===== config.mk =====
export PLATFORM = sky130hd
export DESIGN_NAME = pc_sequencer
export DESIGN_NICKNAME = d
export VERILOG_FILES = /design/src/rtl/ez8_pc_pkg.sv /design/src/rtl/pc_sequencer_return_stack.sv /design/src/rtl/pc_sequencer.sv
export SDC_FILE = /design/constraint.sdc
export NUM_CORES = 1
export LEC_CHECK = 0
export CORE_ASPECT_RATIO = 0.8
export CORE_MARGIN = 2
export CORE_UTILIZATION = 55
export DETAILED_ROUTE_END_ITERATION = 10
export PLACE_DENSITY = 0.92
export SLEW_MARGIN = 20
export SYNTH_ARGS = -nofsm -noshare
export SYNTH_HDL_FRONTEND = slang
export SYNTH_SLANG_ARGS = --single-unit

===== constraint.sdc =====
create_clock -name clk -period 3.5 [get_ports clk]
set_clock_uncertainty 0.1 [all_clocks]
set_input_delay 0.7 -clock clk [delete_from_list [all_inputs] [get_ports clk]]
set_output_delay 0.7 -clock clk [all_outputs]
set_load 0.005 [all_outputs]

===== src/rtl/ez8_pc_pkg.sv =====
// Shared definitions for the fetch-side program-counter sequencer.
// Holds default PC width / reset vector, the RUN/SQUASH state encoding
// and the redirect-kind enum used to resolve same-cycle requests.
// Optional feature macro used by this slice: PC_SEQ_STACK_ERR_EN.
package ez8_pc_pkg;

  localparam int PC_WIDTH_DEF     = 12;
  localparam int RESET_VECTOR_DEF = 0;

  // Sequencer FSM encoding; SQUASH marks the instruction in decode as dead.
  localparam logic [0:0] ST_RUN    = 1'b0;
  localparam logic [0:0] ST_SQUASH = 1'b1;

  // Resolved control-flow action for the current cycle.
  typedef enum logic [2:0] {
    RK_NONE = 3'd0,
    RK_SKIP = 3'd1,
    RK_JUMP = 3'd2,
    RK_CALL = 3'd3,
    RK_RET  = 3'd4
  } redirect_kind_e;

endpackage


===== src/rtl/pc_sequencer_return_stack.sv =====
// return_stack: circular hardware return stack for call/ret.
// Ports: clk, reset_n, push_i/pop_i (mutually exclusive), push_dat_i, top_o
//   (entry a pop returns), err_o (sticky over/underflow, PC_SEQ_STACK_ERR_EN).
// Push when full overwrites the oldest entry; pop when empty returns the stale
// entry at the wrapped pointer. With PC_SEQ_STACK_ERR_EN undefined, err_o is 0.
module return_stack #(
  parameter int DEPTH = 8,
  parameter int WIDTH = 12
) (
  input  logic             clk,
  input  logic             reset_n,
  input  logic             push_i,
  input  logic             pop_i,
  input  logic [WIDTH-1:0] push_dat_i,
  output logic [WIDTH-1:0] top_o,
  output logic             err_o
);

  localparam int PTR_W = $clog2(DEPTH);

  // Entries are not reset: the pointer alone defines what is live.
  logic [WIDTH-1:0] mem_q [DEPTH];
  logic [PTR_W-1:0] sp_q, sp_d;
  logic [PTR_W-1:0] sp_top;

  // sp_q points at the next free slot; the most recent push sits one below.
  assign sp_top = sp_q - PTR_W'(1);
  assign top_o  = mem_q[sp_top];

  always_comb begin
    sp_d = sp_q;
    if (push_i)     sp_d = sp_q + PTR_W'(1);
    else if (pop_i) sp_d = sp_top;
  end

  always_ff @(posedge clk or negedge reset_n) begin
    if (!reset_n) sp_q <= '0;
    else          sp_q <= sp_d;
  end

  always_ff @(posedge clk) begin
    if (push_i) mem_q[sp_q] <= push_dat_i;
  end

`ifdef PC_SEQ_STACK_ERR_EN
  localparam int OCC_W = $clog2(DEPTH + 1);

  logic [OCC_W-1:0] occ_q, occ_d;
  logic             err_q, err_d;
  logic             full, empty;

  assign full  = (occ_q == OCC_W'(DEPTH));
  assign empty = (occ_q == '0);

  // Occupancy saturates: an overflowing push keeps the stack "full" and an
  // underflowing pop keeps it "empty" while the pointer itself wraps.
  always_comb begin
    occ_d = occ_q;
    err_d = err_q;
    if (push_i) begin
      if (full) err_d = 1'b1;
      else      occ_d = occ_q + OCC_W'(1);
    end else if (pop_i) begin
      if (empty) err_d = 1'b1;
      else       occ_d = occ_q - OCC_W'(1);
    end
  end

  always_ff @(posedge clk or negedge reset_n) begin
    if (!reset_n) begin
      occ_q <= '0;
      err_q <= 1'b0;
    end else begin
      occ_q <= occ_d;
      err_q <= err_d;
    end
  end

  assign err_o = err_q;
`else
  assign err_o = 1'b0;
`endif

endmodule


===== src/rtl/pc_sequencer.sv =====
// pc_sequencer: owns the PC, drives the sync instruction ROM address, squashes
//   the instruction after a taken skip/jump/call/ret, holds the return stack.
// Ports: clk, reset_n, stall, skip, jump_en, call_en, ret_en, target, instr_in
//   -> pc_out, instr_out, instr_valid, stack_err (needs PC_SEQ_STACK_ERR_EN).
// Decode holds instr at A while pc_out = A+1; every redirect costs one bubble.
module pc_sequencer
  import ez8_pc_pkg::*;
#(
  parameter int PC_WIDTH     = PC_WIDTH_DEF,
  parameter int INSTR_WIDTH  = 16,
  parameter int RESET_VECTOR = RESET_VECTOR_DEF,
  parameter int STACK_DEPTH  = 8
) (
  input  logic                   clk,
  input  logic                   reset_n,
  input  logic                   stall,
  input  logic                   skip,
  input  logic                   jump_en,
  input  logic                   call_en,
  input  logic                   ret_en,
  input  logic [PC_WIDTH-1:0]    target,
  input  logic [INSTR_WIDTH-1:0] instr_in,
  output logic [PC_WIDTH-1:0]    pc_out,
  output logic [INSTR_WIDTH-1:0] instr_out,
  output logic                   instr_valid,
  output logic                   stack_err
);

  logic [PC_WIDTH-1:0] pc_q, pc_d;
  logic [0:0]          state_q, state_d;
  logic [PC_WIDTH-1:0] pc_inc;
  logic [PC_WIDTH-1:0] stack_top;
  logic                qual;
  redirect_kind_e      kind;

  assign pc_out      = pc_q;
  assign instr_out   = instr_in;
  assign instr_valid = (state_q == ST_RUN);

  // Wraps naturally at 2^PC_WIDTH.
  assign pc_inc = pc_q + PC_WIDTH'(1);

  // Requests only count for a live instruction in a non-stalled cycle.
  assign qual = instr_valid && !stall;

  always_comb begin
    kind = RK_NONE;
    if (qual) begin
      if (ret_en)       kind = RK_RET;
      else if (call_en) kind = RK_CALL;
      else if (jump_en) kind = RK_JUMP;
      else if (skip)    kind = RK_SKIP;
    end
  end

  always_comb begin
    pc_d    = pc_q;
    state_d = state_q;
    if (!stall) begin
      pc_d    = pc_inc;
      state_d = ST_RUN;
      case (kind)
        RK_RET: begin
          pc_d    = stack_top;
          state_d = ST_SQUASH;
        end
        RK_CALL, RK_JUMP: begin
          pc_d    = target;
          state_d = ST_SQUASH;
        end
        // Sequential fetch continues; only the word at A+1 is discarded.
        RK_SKIP: state_d = ST_SQUASH;
        default: ;
      endcase
    end
  end

  always_ff @(posedge clk or negedge reset_n) begin
    if (!reset_n) begin
      pc_q    <= PC_WIDTH'(RESET_VECTOR);
      state_q <= ST_SQUASH;
    end else begin
      pc_q    <= pc_d;
      state_q <= state_d;
    end
  end

  // Return address is pc_q, i.e. the instruction after the call.
  return_stack #(
    .DEPTH (STACK_DEPTH),
    .WIDTH (PC_WIDTH)
  ) u_return_stack (
    .clk        (clk),
    .reset_n    (reset_n),
    .push_i     (kind == RK_CALL),
    .pop_i      (kind == RK_RET),
    .push_dat_i (pc_q),
    .top_o      (stack_top),
    .err_o      (stack_err)
  );

endmodule


# Word level (Yosys, flattened, before mapping)
# Memory sizes are Yosys's and may differ from the RTL's.
# Index checks and enable logic that the tools add are counted.
dict set report classes {
  n_bitwise 1
  eq_ne 4
  mux 11
  n_addsub 3
  reduce_logical 5
}
# op n
set ops {}
lappend ops {{$pmux W12 S2} 1}
lappend ops {{$add A12 B1 Y12 const B} 1}
lappend ops {{$mux W3} 4}
lappend ops {{$eq A3 B2 Y1 const B} 2}
lappend ops {{$mux W1} 4}
lappend ops {{$mux W2} 2}
lappend ops {{$reduce_or A4 Y1} 1}
lappend ops {{$add A3 B1 Y3 const B} 1}
lappend ops {{$eq A3 B1 Y1 const B} 1}
lappend ops {{$eq A3 B3 Y1 const B} 1}
lappend ops {{$sub A3 B1 Y3 const B} 1}
lappend ops {{$reduce_bool A2 Y1} 1}
lappend ops {{$reduce_or A2 Y1} 1}
lappend ops {{$logic_and A1 B1 Y1} 1}
lappend ops {{$logic_not A1 Y1} 1}
lappend ops {{$not A1 Y1} 1}
dict set report word_totals {
  word_cells 28
  inputBits 35
  ff_bits 16
  out_inout_bits 30
  memories 1
  ramBits 96
}
# memory words word_bits rd rd_clocked_by_memory_dff write_ports line
set memory_table {}
lappend memory_table {u_return_stack.mem_q 8 12 1 0 1 pc_sequencer_return_stack.sv:22} ;# logic [WIDTH-1:0] mem_q [DEPTH];

# Logic depth before layout (Yosys ltp)
# Gate-level depths: netlist of run 1.
dict set report logic_depth {
  word_depth 8
  ltp_mapped 11
}

# Hierarchy
# From an unflattened synthesis of run 1, not the netlist that was laid out.
dict set report unflattened {
  hier_cells 388
  area_unflattened_um2 5163.7
}
# module cells_per_inst instances seq_area_each_um2 area_per_inst_um2
set by_module_without_submodules {}
lappend by_module_without_submodules {return_stack 254 1 2957.8 4083.9}
lappend by_module_without_submodules {pc_sequencer 134 1 326.6 1079.8}

# Worst setup path after synthesis of run 1
# No wires, ideal clock.
dict set report synth_timing {
  path_type {input to register}
  startpoint {input port stall}
  endpoint {memory u_return_stack.mem_q[1][0] (enable)}
  n_path_buf 1
  t_arrival_ns 2.078
  setup_ns 0.396
  path_slack_ns 0.926
  stages 4
  cell_sequence {buf_2 -> nor2_2 -> nand3_1 -> nor3_1}
}
dict set report synth_via {
  elab_chain_cells 6
}
# element line
set synth_rtl {}
lappend synth_rtl {{from (decl)} pc_sequencer.sv:16} ;# input logic stall,
lappend synth_rtl {{$logic_not A1 Y1} -}
lappend synth_rtl {{$logic_and A1 B1 Y1} pc_sequencer.sv:44} ;# assign qual = instr_valid && !stall;
lappend synth_rtl {{$mux W3} pc_sequencer.sv:48} ;# if (qual) begin
lappend synth_rtl {{$eq A3 B2 Y1} pc_sequencer.sv:95} ;# .push_i (kind == RK_CALL),
lappend synth_rtl {{$mux W1} pc_sequencer_return_stack.sv:42} ;# if (push_i) mem_q[sp_q] <= push_dat_i;
lappend synth_rtl {{$mux W1 (not written as such)} pc_sequencer_return_stack.sv:42}
lappend synth_rtl {{to (decl)} pc_sequencer_return_stack.sv:22}
# Every way passes these cells.

# Worst setup path after layout of run 1
dict set report layout_timing {
  startpoint {input port ret_en}
  endpoint {register pc_q[9] (netlist: pc_out[9])}
}
dict set report layout_via {
  elab_chain_cells 5
}
# element line
set layout_rtl {}
lappend layout_rtl {{from (decl)} pc_sequencer.sv:20} ;# input logic ret_en,
lappend layout_rtl {{$mux W3 (*)} pc_sequencer.sv:49} ;# if (ret_en) kind = RK_RET;
lappend layout_rtl {{$mux W3 (*)} pc_sequencer.sv:48}
lappend layout_rtl {{$eq A3 B2 Y1} pc_sequencer.sv:62} ;# case (kind)
lappend layout_rtl {{$reduce_or A2 Y1} pc_sequencer.sv:62}
lappend layout_rtl {{$pmux W12 S2 (*)} pc_sequencer.sv:62}
lappend layout_rtl {{to (signal assigned)} pc_sequencer.sv:80} ;# pc_q <= PC_WIDTH'(RESET_VECTOR);
lappend layout_rtl {{to (signal assigned)} pc_sequencer.sv:83} ;# pc_q <= pc_d;
lappend layout_rtl {{to (decl)} pc_sequencer.sv:29} ;# logic [PC_WIDTH-1:0] pc_q, pc_d;
# Every way passes the cells marked *; elsewhere a longest branch is shown, timed or not.
# A chain may end at the register's enable or synchronous reset.

==> out/qor.yml, run 1 <==
status: "completed"
synthMuxAreaShare_pct: 12.1
insertion_delay_ns: 0.38
fin_crit_ns: 2.49
r2r_start: "u_return_stack.sp_q[1]$_DFFE_PN0P_"
synth.distinct_cells: 55
nets: 363
mostFrequentLayoutCell: "edfxtp_1"
antenna_cells: 0
synth.largest_area_cell: "edfxtp_1"
wl_per_cell_um: 23.8
detail-route-antenna-nets: 0
r2r_slack_ns: 1.10
via_per_inst: 6.40
ir_worst_vdd_v: 0.000347
finalWeightedCongestion: 0.865
period_share_pct: 71.1
tritoncts.num_buffers: 9
syn_area_per_cell_um2: 16.5
critPathArrivalTime_ns: 2.69
synth_fp_nets: 337
r2r-end: "pc_out[11]$_DFFE_PN0N_"
worstHoldPathCells: 2
cts-root-buf: "clkbuf_8"
final_hold_viol_count: 0
relSlewSlack_pct: 45.8
worstPathRequired_ns: 3.70
worstHoldStart: "state_q$_DFFE_PN1N_"
portBuffers: 31
drc: 0
dr.first_iter.drc_count: 234
vias: 2827
core_um2: 8600
async_flop_share_pct: 14.3
synth_seq_cells: 112
start_util_pct: 57.3
die_w_um: 110
critPathKind: "input pin to register"
rsz0062_at_grt: "false"
final_core_util_pct: 63.9
clock_path_buffers: 2
synth_compound_area_share_pct: 8.15
synth.top_cell.area_share_pct: 58.5
critPathSlowestCell: "clkdlybuf4s50_1"
drt-total-wl_um: 10500
synthAdderAreaFrac_pct: 0.762
synthTopCellsByArea: "edfxtp_1 (59%), mux4_2 (8.2%), dfrtp_1 (7.6%)"
mostFrequentLayoutCells: "edfxtp_1 (96), clkdlybuf4s50_1 (31), mux4_2 (18)"
maxCapViolations: 0
critPathMaxStageDelay_ns: 0.66
grt_start_max_net_pins: 26
grt_pass1_vias: 2749
crit_family: "simple AND/OR/NAND/NOR gates"
cts_resized: 0
synthSimpleGateAreaFrac_pct: 5.46
timing.setup.tns_ns: 0
area_growth_pct: 11.4
cp_max_fo: 10
endpoint_kind: "register"
overflow: 0
dr.pass1.iters: 7
hp-class: "register to register"
cts.clk_slew.worst_paths_ns: 0.11
synth_top_family_by_area: "multiplexers"
synthFlopType: "edfxtp_1"
grt_pass1_wl_um: 16400
syn-instance-count: 299
final-max-slew-violation-count: 0
power_density_nw_per_um2: 731
grt_antenna_before_repair: 0
synth_xor_area_share_pct: 1.07
htree_num_levels: 3
reg2regPathDepth: 8
ioPinCount: 65
drive_gt1_share_pct: 19.7
worst_pin_slew_ns: 0.810
path_cells: "clkdlybuf4s50_1, nor3b_2, and2_1, a221oi_1, o211ai_1, a21boi_0"
synth-warning-count: 0
synth-seq-area-share_pct: 66.7
leakagePower_uw: 0.00188
cts_hold_buf: 0
critPathBufInv: 1
die_h_um: 88.6
cts_tree: "built"
min_to: "state_q$_DFFE_PN1N_"
cts_num_sinks: 112
start_kind: "input pin"
dieArea_um2: 9730
track_usage_pct: 23.8
synth_enable_flop_cells: 96
post-cts-setup-buffers: 0
synth_area_um2: 4930
fmaxAchievable_mhz: 402
post-dp-hpwl_um: 6960
num_rows: 30
finalSetupViolations: 0
## metal layers
layer	vias up	wire, um	track usage [%]
met4	0	238	8.17
met1	1426	4390	33.6
met5	-	0	0
li1	1214	-	-
met2	154	5060	36.9
met3	33	808	5.60
## synth_stat cells, drive strengths merged (5+ instances only)
library cell   n
o21ai         12
nand3          9
nand2         13
edfxtp        96
dfrtp         15
a221oi         6
nor3           5
a31oi          5
buf           30
inv           10
nor2          17
mux4          24
## per-stage QoR
stage	cells	setup slack [ns]	hold slack (ns)	total power (uW)	instance area, um2
2_1_floorplan	299	0.926	0.304	2780	4930
3_3_place_gp	426	0.716	0.425	3120	5260
4_1_cts	442	1.04	0.459	4030	5490
5_1_grt	442	0.915	0.509	4210	5490
3_5_place_dp	426	0.621	0.450	3180	5260
6_report	442	1.01	0.459	4010	5490
## power by group
group	switching, uW	internal, uW	leakage [uW]
sequential	256	1690	0.00105
clock	448	412	0.000112
combinational	579	630	0.000717
## how the worst max path moves through the flow
stage | from | endpoint | slack (ns) | cells after the start
after detailed placement | stall | pc_out[9]$_DFFE_PN0N_ | 0.62 | 7
after floorplan | stall | u_return_stack.mem_q[1][0]$_DFFE_PP_ | 0.93 | 4
after global routing | ret_en | pc_out[9]$_DFFE_PN0N_ | 0.91 | 6
final | ret_en | pc_out[9]$_DFFE_PN0N_ | 1.01 | 6
after CTS | ret_en | pc_out[9]$_DFFE_PN0N_ | 1.04 | 6
after global placement | stall | pc_out[1]$_DFFE_PN0N_ | 0.72 | 7
## cell families (layout without fill, tap and decap cells)
kind of cell	after synthesis	in the layout
flip-flops	112	112
XOR/XNOR	6	6
AO/OA/AOI/OAI	52	52
other	1	1
adder cells (fa/ha/maj)	3	3
multiplexers	27	27
AND/OR/NAND/NOR	56	56
buffers and inverters	42	73
## tightest hold or removal path: cells and delay by family (launching register included)
family / cells / cell delay, ns
compound gates: 1 / 0.08
flops: 1 / 0.42
simple gates: 1 / 0.06
## sequential cells by signal, summed over array words and instances (netlist names)
register and cells:
u_return_stack.mem_q 96, u_return_stack.sp_q 3, pc_out 12, state_q 1
## final cells by class
class	instances	area, um2
inverters	10	37.5
flip-flops and latches	112	3280
clock buffers	9	124
clock inverters	7	101
multi-input cells	145	1370
well taps	112	140
fillers	589	3110
repair buffers	47	430
Note: power is estimated with default switching activity, not from simulation.
==> inputs of run 2 (changes only) <==
--- a/config.mk
+++ b/config.mk
@@ -7,9 +7,9 @@
 export LEC_CHECK = 0
 export CORE_ASPECT_RATIO = 0.8
 export CORE_MARGIN = 2
-export CORE_UTILIZATION = 55
+export CORE_UTILIZATION = 50
 export DETAILED_ROUTE_END_ITERATION = 10
-export PLACE_DENSITY = 0.92
+export PLACE_DENSITY = 0.88
 export SLEW_MARGIN = 20
 export SYNTH_ARGS = -nofsm -noshare
 export SYNTH_HDL_FRONTEND = slang
==> constraint.sdc (replaced) <==
create_clock -name clk -period 2.2 [get_ports clk]
set_clock_uncertainty 0.1 [all_clocks]
set_input_delay 0.44 -clock clk [delete_from_list [all_inputs] [get_ports clk]]
set_output_delay 0.44 -clock clk [all_outputs]
set_load 0.005 [all_outputs]
==> run 2 against run 1 <==
  * Setup slack worse by 0.98 ns
  * Sequential power up 52%
  * Die area up 9.6%
  * Clock power up 91%
  * Total power up 81%
  * Global-route usage down 1.5 points
  * Combinational power up 120%
  * Critical path depth up 2
  * Critical endpoint is now pc_out[3]$_DFFE_PN0N_
  * Largest cell class unchanged
  * Largest power group unchanged
==> out/qor.yml, run 2 (synthesis results as in run 1) <==
grt_start_max_net_pins: 21  # -19%
antenna_cells: 0  # unchanged
fmaxAchievable_mhz: 460
htree_num_levels: 3  # unchanged
post-dp-hpwl_um: 7350  # +5.5%
vias: 2955  # +4.5%
final_core_util_pct: 61.4  # -2.5 points
holdWs_ns: 0.309  # -0.150 ns
via_per_inst: 6.08  # -4.9%
fin_crit_ns: 2.17
finalWeightedCongestion: 0.887  # +2.6%
power_uw: 7250  # +81%
dieArea_um2: 10700  # +9.6%
tritoncts.num_buffers: 9  # unchanged
final_area_um2: 5900  # +7.5%
final_hold_viol_count: 0  # unchanged
cts.clk_slew.worst_paths_ns: 0.07  # -0.04 ns
path_cells: "inv_4, ha_4, buf_6, buf_4, mux4_2, a22oi_2, o211ai_1, mux2_2"
detail-route-antenna-nets: 0  # unchanged
ir_worst_vdd_v: 0.000816  # +140%
power_density_nw_per_um2: 1230  # +68%
critPathBufInv: 3  # +2
endpoint_kind: "register"
leakagePower_uw: 0.00210  # +12%
top_register: "u_return_stack.mem_q"
critPathSlowestCell: "dfrtp_2"
maxCapViolations: 0  # unchanged
nets: 400  # +10%
drc: 0  # unchanged
critPathKind: "register to register"
placed_cells_incl_taps: 462  # +8.5%
ioPinCount: 65  # unchanged
cts_tree: "built"
status: "completed"
grt_pass1_vias: 2978  # +8.3%
cts_hold_buf: 0  # unchanged
area_growth_pct: 19.8
wl_per_cell_um: 22.6  # -5.0%
dr.pass1.iters: 5  # -2
num_rows: 32  # +6.7%
die_h_um: 92.8  # +4.7%
insertion_delay_ns: 0.36  # -0.02 ns
final_cells: 486  # +10%
core_um2: 9610  # +12%
track_usage_pct: 22.2  # -1.5 points
dr.first_iter.drc_count: 238  # +1.7%
die_w_um: 115  # +4.7%
period_share_pct: 98.8
worst_pin_slew_ns: 0.559  # -0.251 ns
clock_path_buffers: 2  # unchanged
grt_pass1_wl_um: 17100  # +4.3%
critPathArrivalTime_ns: 2.32  # -0.37 ns
crit_family: "multiplexers"
mostFrequentLayoutCell: "edfxtp_1"
place_area_um2: 5520  # +4.8%
rsz0062_at_grt: "true"
cts_num_sinks: 112  # unchanged
hp-class: "input pin to async pin"
start_kind: "register"
worstPathRequired_ns: 2.34  # -1.36 ns
relSlewSlack_pct: 62.5  # +17 points
overflow: 0  # unchanged
grt_antenna_before_repair: 0  # unchanged
largest_reg_flops: 96  # unchanged
finalSetupViolations: 0  # unchanged
critPathMaxStageDelay_ns: 0.42  # -0.24 ns
drive_gt1_share_pct: 30.2  # +11 points
start_util_pct: 51.3  # -6.0 points
mostFrequentLayoutCells: "edfxtp_1 (96), buf_4 (49), clkdlybuf4s50_1 (31)"
drt-total-wl_um: 11000  # +4.4%
cts-root-buf: "clkbuf_16"
portBuffers: 31  # unchanged
final-max-slew-violation-count: 0  # unchanged
cp_max_fo: 7  # -3
[run 2: worst paths after layout]
| check | start | end | slack (ns) | depth (start not counted) |
|---|---|---|---|---|
| max in group asynchronous | reset_n | state_q$_DFFE_PN1N_ | 1.42 | 2 |
| min | reset_n | u_return_stack.sp_q[0]$_DFFE_PN0P_ | 0.31 | 2 |
| min reg2reg | state_q$_DFFE_PN1N_ | state_q$_DFFE_PN1N_ | 0.44 | 2 |
| min in group clk | state_q$_DFFE_PN1N_ | state_q$_DFFE_PN1N_ | 0.44 | 2 |
| max | u_return_stack.sp_q[0]$_DFFE_PN0P_ | pc_out[3]$_DFFE_PN0N_ | 0.03 | 8 |
| max reg2reg | u_return_stack.sp_q[0]$_DFFE_PN0P_ | pc_out[3]$_DFFE_PN0N_ | 0.03 | 8 |
[run 2: area by class of cell]
| cell class | instances | area, um2 |
|---|---|---|
| Sequential cell | 112 | 3290 |
| Inverter | 10 | 40.0 |
| Timing Repair Buffer | 84 | 732 |
| Tap cell | 119 | 149 |
| Clock buffer | 9 | 225 |
| Clock inverter | 7 | 76.3 |
| Multi-Input combinational cell | 145 | 1390 |
| Fill cell | 693 | 3710 |
[run 2: repair_timing]
| item | in CTS | in global routing |
|---|---|---|
| endpoints found under the setup margin | 3 | 7 |
| cloned | 0 | 0 |
| setup buffers | 4 | 4 |
| gates resized for setup | 1 | 12 |
| pin swaps | 1 | 2 |
[run 2: through the flow]
step | TNS, ns | setup WS (ns)
2_1_floorplan | 0 | 0.00105
3_3_place_gp | -3.87 | -0.124
4_1_cts | 0 | 0.0150
3_5_place_dp | -7.04 | -0.304
5_1_grt | -0.0781 | -0.0350
6_report | 0 | 0.0266
[run 2: layer usage]
| layer | part of all wire, % | vias to the layer above | routed length (um) | track usage, % |
|---|---|---|---|---|
| li1 | - | 1290 | - | - |
| met1 | 42 | 1510 | 4580 | 30.6 |
| met2 | 49 | 114 | 5340 | 35.0 |
| met3 | 6.8 | 41 | 750 | 5.56 |
| met4 | 2.7 | 0 | 297 | 7.33 |
| met5 | 0 | - | 0 | 0 |
[run 2: report_power, final]
| part | internal [uW] | switching (uW) |
|---|---|---|
| Clock | 895 | 750 |
| Sequential | 2690 | 272 |
| Combinational | 1380 | 1260 |
==> RTL edit 1, RTL diff (flow settings as in run 2) <==
`INSTR_WIDTH`: 16 -> 12.
--- a/src/rtl/pc_sequencer.sv
+++ b/src/rtl/pc_sequencer.sv
@@ -9,3 +9,3 @@
   parameter int PC_WIDTH     = PC_WIDTH_DEF,
-  parameter int INSTR_WIDTH  = 16,
+  parameter int INSTR_WIDTH  = 12,
   parameter int RESET_VECTOR = RESET_VECTOR_DEF,
Interface: changed (resized instr_in and instr_out); port bits go from 65 to 57. The function was not compared with the original's and may differ.
==> RTL edit 1 against run 2 <==
Synthesized area fell by 0.61%. Sequential cell count did not move. Design area rose by 0.40%. Cell count rose by 0.21%. Synthesized cell count fell by 1.3%. Worst setup slack improved by 0.036 ns. Routed wire length rose by 2.7%. Total power fell by 0.32%. Highest routed layer unchanged.
==> RTL edit 1: results (changes against run 2) <==
** Layout
- The number of inserted filler cells in the final layout is 664 (-4.2%).
- The count of inserted antenna diode cells is 0 (unchanged).
- The number of flip-flops under the largest register name came to 96 (unchanged).
- Top reg by flops :: u_return_stack.mem_q
- The ratio of cells with drive above 1 in the final layout was 29.35% (-0.90 points).
- Fin nets :: 397 (-0.75%)

** Critical path
- Arrival @ worst endpoint :: 2.28 ns (-0.04 ns)
- Critical R2R Launch :: u_return_stack.sp_q[0]
- Worst-path maximum fanout :: 5 (-2)
- The number of cells on the worst reg-to-reg path came to 7 (-1).
- Following the worst setup path forward leads to its endpoint at pc_out[1].
- The critical path starts at stall.
- The reg2reg setup slack was 0.06 ns (+0.04 ns).
- The endpoint identified for the worst register-to-register timing path is pc_out[8].

** Worst hold path
- The worst hold path belongs to the class in -> async.

** Power
- The worst ir drop on vdd is 0.0007983 V (-2.2%).
- The leakage component of the power came to 2.100 nW (about the same).
- Power share of the sequential group :: 40.4% (-0.5 points)
- Switching share of power :: 31.72% (+0.29 points)

** Global routing
- The pin count of the biggest net entering global routing came to 21 (unchanged).
- The number of antenna violations at the first check in global routing came to 0 (unchanged).
- The overall routing resource usage was 22.80% (+0.56 points).
- The global-route wire length before repair was 17430 um (+2.2%).
- The number of global-route vias before repair was 3127 (+5.0%).

** Route
- The first-pass iteration count of the detailed router was 5 (unchanged).
- Overall routed net length :: 11270 um (+2.7%)
- The iteration-0 DRC count of the detailed router came to 301 (+26%).
- The detail-routed via count per cell was 6.156 (+1.2%).

** Synth
- The unique cell type count in the Yosys netlist is 55 (unchanged).
- Warning count from the yosys run :: 0 (unchanged)
- Top post-synthesis cells by count :: 96 x sky130_fd_sc_hd__edfxtp_1, 18 x sky130_fd_sc_hd__mux4_2, 16 x sky130_fd_sc_hd__nor2_1
- The post-synthesis net count is 329 (-2.4%).
- The number of synthesized flops with an enable pin is 96 (unchanged).
- Share of synthesized flip-flops with an asynchronous set or reset :: 14.29% (unchanged)
- Register area share after synthesis :: 67.08% (+0.41 points)
- Area contributors post-synth :: sky130_fd_sc_hd__edfxtp_1 59%, sky130_fd_sc_hd__mux4_2 8.3%, sky130_fd_sc_hd__dfrtp_1 7.7%, sky130_fd_sc_hd__mux4_1 3.2%, sky130_fd_sc_hd__buf_4 2.1%

** CTS
- The clock-pin slew reported for the worst setup and hold paths after clock tree synthesis came to 0.07 ns (about the same).
- The number of levels in the clock H-tree is 3 (unchanged).
- Number of buffers created by CTS :: 9 (unchanged)
- Number of buffers on the longest clock path :: 2 (unchanged)
- The clock reaches the later pin of the worst-skew pair after 0.35 ns.
- Root Buffer Master :: sky130_fd_sc_hd__clkbuf_16

** Timing
- The transition time at the pin with the least slew margin was 0.7043 ns (+0.1456 ns).
- Worst hold margin :: 0.3148 ns (+0.005627 ns)
- Final count of pins violating max slew :: 0 (unchanged)

** Placement
- Number of input and output port buffers inserted :: 31 (unchanged)
- The final weighted congestion of routability-driven global placement is 0.8616 (-2.9%).
- Total half-perimeter wirelength after legalization and detailed placement :: 7687 um (+4.6%)

** Outcome
- The flow ran to the end, and the final reports show no timing, DRC or antenna violations.
## RTL edit 1: changes by cell type after synthesis, sizes merged
| cell | delta |
|---|---|
| buf | -4 |
## RTL edit 1: worst min-delay path by stage
stage / from / depth (start not counted) / end
3_3_place_gp: pc_out[10] / 0 / u_return_stack.mem_q[7][10]
5_1_grt: reset_n / 2 / u_return_stack.sp_q[2]
6_report: reset_n / 2 / u_return_stack.sp_q[2]
3_5_place_dp: pc_out[10] / 0 / u_return_stack.mem_q[7][10]
2_1_floorplan: reset_n / 0 / pc_out[0]
4_1_cts: reset_n / 2 / u_return_stack.sp_q[2]
## RTL edit 1: cell type report
type / count / share of cell area [%]
multi-input cells: 145 / 23.66
repair buffers: 85 / 13.05
flip-flops and latches: 112 / 55.47
well taps: 119 / 2.514
inverters: 10 / 0.6760
clock buffers: 10 / 3.866
clock inverters: 6 / 0.7605
## RTL edit 1: layer usage
layer | share of wire (%) | track usage, % | vias up | routed length (um)
li1 | - | - | 1294 | -
met1 | 40 | 30.42 | 1513 | 4508
met2 | 48 | 35.55 | 148 | 5463
met3 | 8.3 | 6.021 | 43 | 935
met4 | 3.2 | 10.06 | 0 | 357
met5 | 0 | 0 | - | 0
## RTL edit 1: kinds of logic after synthesis
family                   Yosys count  synth area share [%]
flip-flops                       112                 67.08
adder cells (fa/ha/maj)            3                0.7668
AO/OA/AOI/OAI                     52                 8.204
XOR/XNOR                           6                 1.073
buffers and inverters             38                 5.111
AND/OR/NAND/NOR                   56                 5.495
other                              1               0.07659
multiplexers                      27                 12.19
## RTL edit 1: power groups by stage
stage	combinational, mW	sequential (mW)	clock [mW]
final	2.80	2.92	1.50
after global routing	2.99	2.94	1.59
after CTS	2.73	2.91	1.52
after detailed placement	2.47	2.95	0
after global placement	2.39	2.94	0
after floorplan	1.53	2.98	0
## RTL edit 1: critical path, stage by stage
cell	delay, ns
sky130_fd_sc_hd__clkdlybuf4s50_1	0.49
sky130_fd_sc_hd__nor2_2	0.22
sky130_fd_sc_hd__o21ai_0	0.31
sky130_fd_sc_hd__a222oi_1	0.47
sky130_fd_sc_hd__nand2_1	0.08
sky130_fd_sc_hd__mux2_2	0.26
## RTL edit 1: timing repair
item / in CTS / in global routing
gates resized for setup: 1 / 8
gates cloned: 0 / 0
setup endpoints to repair: 1 / 10
pin swaps: 1 / 2
setup buffers: 4 / 0
## RTL edit 1: per-stage QoR
stage	setup TNS, ns	instance area [um2]	setup WS (ns)	utilization, %	std cells
after CTS	0	5892	0.02884	61.57	487
after detailed placement	-11.98	5555	-0.1767	58.05	467
after global routing	-0.005216	5923	-0.005216	61.90	487
after floorplan	0	4941	0.001051	-	295
after global placement	-5.584	5555	-0.1083	58.05	467
final	0	5923	0.06265	61.90	487
==> RTL edit 2, RTL diff (config.mk and constraints of run 2) <==
Without the edit above. Add an input register stage for `target`, with the module's reset; this delays it by one clock. The other inputs are not delayed to match.
--- a/src/rtl/pc_sequencer.sv
+++ b/src/rtl/pc_sequencer.sv
@@ -27,2 +27,12 @@
 );
+
+  logic [PC_WIDTH-1:0] target_q;
+
+  always_ff @(posedge clk or negedge reset_n) begin
+    if (!reset_n) begin
+      target_q <= '0;
+    end else begin
+      target_q <= target;
+    end
+  end
 
@@ -67,3 +77,3 @@
         RK_CALL, RK_JUMP: begin
-          pc_d    = target;
+          pc_d    = target_q;
           state_d = ST_SQUASH;
Function: changed (a bounded check fails within 4 cycles, from zero or initial values and one cycle with reset_n low).
==> RTL edit 2 against run 2 <==
Count of clock-buffer cells in the layout is 9 higher. Routed wire length is 3.1% higher. Total power rose by 18%. Maximum frequency rose by 0.43%. Worst setup slack improved by 0.0094 ns. Global-route usage is 0.33 points lower. Sequential cell count increased by 12. Design area up 9.6%. Synthesized area up 5.8%. Largest power group unchanged.
==> RTL edit 2: results (changes against run 2) <==
** Outcome
- Status :: finished, final reports clean

** Critical path
- Arrival @ worst endpoint :: 2.34 ns (+0.02 ns)
- The critical-path maximum fanout came to 5 (-2).

** Route
- The detailed-routed wire length on met3 was 858 um (+14%).
- The iteration-0 DRC count of the detailed router was 316 (+33%).
- The detailed route wirelength on metal2 came to 5310 um (-0.47%).
- Number of optimization iterations in the first detailed-route pass :: 5 (unchanged)
- The residual antenna-violating net count after detailed routing was 0 (unchanged).
- Vias/cell :: 5.763 (-5.2%)
- The detailed-routing wirelength on met1 is 4913 um (+7.2%).
- The total wire length was 11300 um (+3.1%).

** Layout
- Number of flip-flops under the largest register name :: 96 (unchanged)
- Fin nets :: 417 (+4.3%)
- The number of inserted filler cells in the final layout was 743 (+7.2%).
- The number of standard cells in the final layout excluding fillers came to 532 (+9.5%).
- The register with the most flip-flops in the final layout is u_return_stack.mem_q.

** Global routing
- The pin count of the biggest net entering global routing is 29 (+38%).
- The number of global-route vias before repair came to 3028 (+1.7%).
- Wire length of the first global-routing pass :: 17300 um (+1.4%)
- The overall routing resource usage was 21.90% (-0.33 points).

** Synth
- Post-synthesis cell type count :: 53 (-3.6%)
- The number of synthesized flops with an enable pin is 96 (unchanged).
- Area contributors post-synth :: sky130_fd_sc_hd__edfxtp_1 55%, sky130_fd_sc_hd__dfrtp_1 13%, sky130_fd_sc_hd__mux4_2 9.9%, sky130_fd_sc_hd__buf_4 3.0%, sky130_fd_sc_hd__nand2_1 1.4%
- Post-synth net total :: 344 (+2.1%)
- The fraction of registers with async set or reset after synthesis is 22.58% (+8.3 points).
- Register area share after synthesis :: 68.80% (+2.1 points)
- Top post-synthesis cells by count :: 96 x sky130_fd_sc_hd__edfxtp_1, 27 x sky130_fd_sc_hd__dfrtp_1, 23 x sky130_fd_sc_hd__mux4_2
- The mean instance size in the synthesized netlist is 17.03 um2 (+3.3%).

** Timing
- Worst-case headroom to the max-slew limit :: 59.12% (-3.3 points)

** CTS
- Number of buffers created by CTS :: 17 (+8)
- The number of levels in the clock H-tree is 4 (+1).
- Source-to-sink clock delay at the later pin of the worst-skew pair :: 0.41 ns (+0.05 ns)

** Placement
- Number of placed instances, taps included :: 493 (+6.7%)
- The placed wire-length estimate came to 7437 um (+1.2%).
- The instance area after placement came to 0.005819 mm2 (+5.5%).
- The final weighted congestion of routability-driven global placement is 0.8952 (+0.89%).

** Power
- The worst ir drop on vdd came to 0.0007519 V (-7.9%).
- The leakage component of the power was 2.328 nW (+11%).

** Worst hold path
- Hold Path Origin :: target[11]
- Worst min-delay path class :: in -> reg
RTL edit 2: final timing paths:
| kind | endpoint | depth (start not counted) |
|---|---|---|
| setup / recovery | pc_out[5] | 8 |
| hold / removal | target_q[11] | 1 |
| setup reg to reg | pc_out[5] | 8 |
| hold reg to reg | state_q | 2 |
| max in group asynchronous | pc_out[7] | 2 |
| min in group asynchronous | u_return_stack.sp_q[2] | 2 |
RTL edit 2: area by class of cell:
type                    instances  area (um2)  share of cell area [%]
clock buffers                  18       439.2                   6.790
clock inverters                14       120.1                   1.857
inverters                      11       43.79                  0.6771
multi-input cells             142        1373                   21.22
flip-flops and latches        124        3588                   55.48
well taps                     140       175.2                   2.708
repair buffers                 83       728.2                   11.26
RTL edit 2: logic make-up (layout without fill, tap and decap cells):
kind of cell	after synthesis	in the layout	share of synthesized area [%]
flops	124	124	68.80
simple gates	56	56	5.692
compound gates	49	49	7.061
buf+inv	40	126	5.403
mux	27	27	11.10
xor+xnor	6	6	1.153
fa+ha+maj	3	3	0.7205
other cells	1	1	0.07198
RTL edit 2: critical path, cell delays in order, from the launching register on:
cell                       delay [ns]
sky130_fd_sc_hd__dfrtp_2         0.42
sky130_fd_sc_hd__inv_4           0.05
sky130_fd_sc_hd__ha_4            0.30
sky130_fd_sc_hd__buf_4           0.14
sky130_fd_sc_hd__buf_4           0.15
sky130_fd_sc_hd__mux4_2          0.30
sky130_fd_sc_hd__a221oi_1        0.32
sky130_fd_sc_hd__o211a_1         0.20
sky130_fd_sc_hd__a21oi_1         0.04
RTL edit 2: routing by layer:
metal,vias to the layer above,global-route usage [%]
met3,27,6.220
met1,1577,29.73
met4,0,9.137
li1,1328,-
met5,-,0
met2,134,33.82
RTL edit 2: power by group:
group,internal (mW),leakage (nW),total [mW],switching (mW)
sequential,2.94,1.18,3.19,0.255
clock,1.58,0.257,2.59,1.01
combinational,1.47,0.891,2.77,1.30
RTL edit 2: stage by stage:
stage	worst slack [ns]	TNS [ns]	utilization, %
final	0.03596	0	63.42
after global placement	-0.1346	-10.00	57.06
after detailed placement	-0.2026	-11.74	57.06
after global routing	0.004797	0	63.42
after CTS	0.02551	0	62.73
after floorplan	-0.05131	-3.712	-
RTL edit 2: repair_timing:
action                     CTS  global route
pin swaps                    1             2
resized for setup            1             7
cloned                       0             0
setup endpoints to repair    3            11
buffers inserted             2             5
